<file path="src/rtl/mini_alu_16bit_sub.sv">
// mini_alu_16bit_sub: registered two's-complement subtractor (SUB slice of the mini ALU).
// Computes diff = data0 - data1 with signed-overflow and unsigned-borrow flags, one cycle
// of latency, one new operation per cycle. valid marks results computed since reset.

module mini_alu_16bit_sub #(
  parameter int unsigned WIDTH = 16
) (
  input  logic             clk,
  input  logic             rst,
  input  logic [WIDTH-1:0] data0,
  input  logic [WIDTH-1:0] data1,
  output logic [WIDTH-1:0] diff,
  output logic             overflow,
  output logic             borrow,
  output logic             valid
);

  // Extra top bit of the intermediate captures the unsigned borrow.
  logic [WIDTH:0]   sub_full;
  logic [WIDTH-1:0] diff_d, diff_q;
  logic             overflow_d, overflow_q;
  logic             borrow_d, borrow_q;
  logic             valid_q;

  // Next-state arithmetic: widened subtract, then derive the flags from its result.
  always_comb begin
    sub_full   = {1'b0, data0} - {1'b0, data1};
    diff_d     = sub_full[WIDTH-1:0];
    borrow_d   = sub_full[WIDTH];
    // Signed overflow only when operand signs differ and the result sign flips from data0.
    overflow_d = (data0[WIDTH-1] != data1[WIDTH-1]) && (diff_d[WIDTH-1] != data0[WIDTH-1]);
  end

  // Output registers; synchronous reset discards any in-flight result.
  always_ff @(posedge clk) begin
    if (rst) begin
      diff_q     <= '0;
      overflow_q <= 1'b0;
      borrow_q   <= 1'b0;
      valid_q    <= 1'b0;
    end else begin
      diff_q     <= diff_d;
      overflow_q <= overflow_d;
      borrow_q   <= borrow_d;
      valid_q    <= 1'b1;
    end
  end

  assign diff     = diff_q;
  assign overflow = overflow_q;
  assign borrow   = borrow_q;
  assign valid    = valid_q;

endmodule

</file>
<file path="config.mk">
export PLATFORM = sky130hd
export DESIGN_NAME = mini_alu_16bit_sub
export DESIGN_NICKNAME = d
export VERILOG_FILES = /design/src/rtl/mini_alu_16bit_sub.sv
export SDC_FILE = /design/constraint.sdc
export NUM_CORES = 1
export LEC_CHECK = 0
export ABC_CLOCK_PERIOD_IN_PS = 5500
export BUFFER_PORTS_ARGS = -buffer_cell sky130_fd_sc_hd__buf_2
export CORE_MARGIN = 4
export CORE_UTILIZATION = 50
export DETAILED_ROUTE_END_ITERATION = 10
export GPL_ROUTABILITY_DRIVEN = 0
export PLACE_DENSITY = 0.8
export SYNTH_ARGS = -nofsm -noshare
export SYNTH_HDL_FRONTEND = slang
export SYNTH_SLANG_ARGS = --single-unit
</file>
<file path="constraint.sdc">
create_clock -name clk -period 5.5 [get_ports clk]
set_input_delay 1.1 -clock clk [delete_from_list [all_inputs] [get_ports clk]]
set_output_delay 1.1 -clock clk [all_outputs]
set_load 0.02 [all_outputs]
</file>
==> results_dict.tcl <==
set metrics [dict create \
    final_antenna_net_count 0 \
    synth_warnings 0 \
    crit_family "adder cells" \
    synth-main-ff-cell "dfxtp_1" \
    drc 0 \
    wl_met1_um 1571 \
    ctsHoldBuffers 0 \
    io_buffers 52 \
    tightest_slew_ns 0.5157 \
    path_clk_slew_ns 0.10 \
    synth_area_leaders "dfxtp_1 (26%), ha_1 (14%), inv_1 (4.9%)" \
    slew_headroom 0.6473 \
    ys_types 48 \
    synth.top_cells.by_count "dfxtp_1 (19), inv_1 (19), ha_1 (16)" \
    fin_tns_setup_ns 0 \
    yosys.area_share.simple 0.2129 \
    cp.buffers_inverters 2 \
    die_h_um 62.20 \
    grt_usage 0.1752 \
    rows 19 \
    die-width_um 62.20 \
    cp.depth 9 \
    cts_tree "yes" \
    max_freq_mhz 354.8 \
    num-nets-final 285 \
    fin_crit_ns 2.818 \
    maxCapViolCount 0 \
    syn-num-nets 235 \
    clock_tree.buffer_depth 2 \
    async_flop_share 0 \
    worstHoldEndpoint "diff[0]" \
    critical_path_arrival_ns 3.00 \
    cp-startpoint "data0[0]" \
    syn_avg_cell_area_um2 7.983 \
    slowest_delay_ns 0.39 \
    critPathKind "primary input to flip-flop" \
    seq_area_frac_synth 0.2589 \
    drive_above_1_share 0.2618 \
    grt_max_degree 26 \
    slew_violations 0 \
    routed_wl_um 3231 \
    power.total_uw 388.9 \
    start_util 0.5281 \
    end_kind "flip-flop" \
    cp-start-kind "primary input" \
    core_area_um2 2781 \
    irDropWorstVdd_uv 187.6 \
    die_area_um2 3869 \
    critPathMaxFanout 4 \
    synth.ff_latch_count 19 \
    cts_buffers 3 \
    route.met3.wl_um 211 \
    synth.area.mux_share 0.02215 \
    synth_edf_count 0 \
    synth-adder-area-share 0.1499 \
    first_pass_iters 4 \
    overflow 0 \
    netlist_instances 184 \
    pwr_density_cell_nw_per_um2 220.9 \
    hold_start "data1[0]" \
    synth_top_family_by_area "compound AO/OA/AOI/OAI gates" \
    synth_top_area_share 0.2589 \
    post_drt_wl_per_cell_um 12.24 \
    timing.final.crit_share 0.5125 \
    cts.sinks 19 \
    hold_class "primary input to flip-flop" \
    routed.top_layer "met4" \
    synth.cell_area_um2 1469 \
    grt_pass1_vias 1386 \
    path_cells "buf_2 > inv_1 > ha_1 > fa_1 > nor2b_1 > o31ai_1 > a21oi_1 > a31oi_1 > mux2_1" \
    routed_via_density 5.553 \
    antenna_found_initial 0 \
    cts_resized 0 \
    antenna_cells 0 \
    drt_iter0_drc 57 \
    dp_hpwl_um 2634 \
    hold_path_depth 3 \
    post_cts_buffers 0 \
    yosys.area.top_type "dfxtp_1" \
    grt_pass1_wl_um 5809 \
    setup_viol 0 \
    critPathRequiredTime_ns 5.68 \
    wl_met2_um 1417 \
    holdWs_ns 1.075 \
    p_leak_uw 0.0009081 \
    vias 1466 \
    synth_compound_area_frac 0.2717 \
    area_growth_pct 19.85 \
    io_pins 53 \
    ctsHtreeMaxLevel 1 \
    synth-xor-area-share 0.01193 \
    rsz0062_at_grt "no" \
    slowest_stage "fa_1" \
    cts-root-buf "clkbuf_4" \
    status "completed" \
    finalHoldViolCount 0 \
]
==> metrics by stage <==
step                      worst slack, ns  area (µm²)  instances  utilization
after floorplan                     2.697        1469        184            -
after global placement              2.408        1733        260       0.6230
after detailed placement            2.403        1733        260       0.6230
after CTS                           2.710        1760        264       0.6329
after global routing                2.538        1760        264       0.6329
final                               2.682        1760        264       0.6329
==> state kept, by name, indices dropped and copies added (netlist names) <==
register and cells:
borrow 1, diff 16, overflow 1, valid 1
==> how the worst max path moves through the flow <==
stage	end	slack [ns]
final	diff[12]	2.68
after detailed placement	diff[12]	2.40
after global placement	diff[12]	2.41
after floorplan	diff[15]	2.70
after global routing	diff[12]	2.54
after CTS	diff[12]	2.71
==> cell type report <==
type	count	area, µm²
Fill cell	267	1021
Multi-Input combinational cell	139	982.2
Sequential cell	19	380.4
Timing Repair Buffer	52	260.3
Inverter	19	71.32
Tap cell	31	38.79
Clock buffer	3	22.52
Clock inverter	1	5.005
==> metal layers <==
metal | global-route usage | vias to the layer above
met2 | 0.2863 | 45
met3 | 0.03063 | 2
li1 | - | 765
met5 | 0 | -
met1 | 0.2310 | 654
met4 | 0.05691 | 0
==> layout by cell type, fill, tap and decap left out, types with 2 or more instances in the layout <==
| cell | n |
|---|---|
| a211oi_1 | 6 |
| buf_2 | 52 |
| nand3_1 | 2 |
| nand2b_1 | 2 |
| mux2_1 | 2 |
| a21o_1 | 6 |
| nand2_1 | 14 |
| nor3b_1 | 2 |
| nand4_1 | 2 |
| o21ai_0 | 9 |
| clkbuf_4 | 3 |
| nor2_1 | 15 |
| nor3_1 | 8 |
| ha_1 | 16 |
| and3_1 | 2 |
| a221oi_1 | 2 |
| or3_1 | 2 |
| nor4b_1 | 2 |
| a21oi_1 | 12 |
| inv_1 | 19 |
| dfxtp_1 | 19 |
| o21a_1 | 6 |
| xnor2_1 | 2 |
| nor2b_1 | 5 |
==> power breakdown <==
part	internal, µW	total [µW]	switching [µW]
combinational	66.7	161	94.0
sequential	154	158	3.70
clock	27.1	70.5	43.4
total	248	389	141
==> cells by family (layout without fill, tap and decap cells) <==
family          count (synthesis)  in the layout
compound gates                 56             56
xor+xnor                        2              2
fa+ha+maj                      17             17
buf+inv                        26             75
flops                          19             19
mux                             3              3
simple gates                   61             61
(Power assumes the default switching activity.)
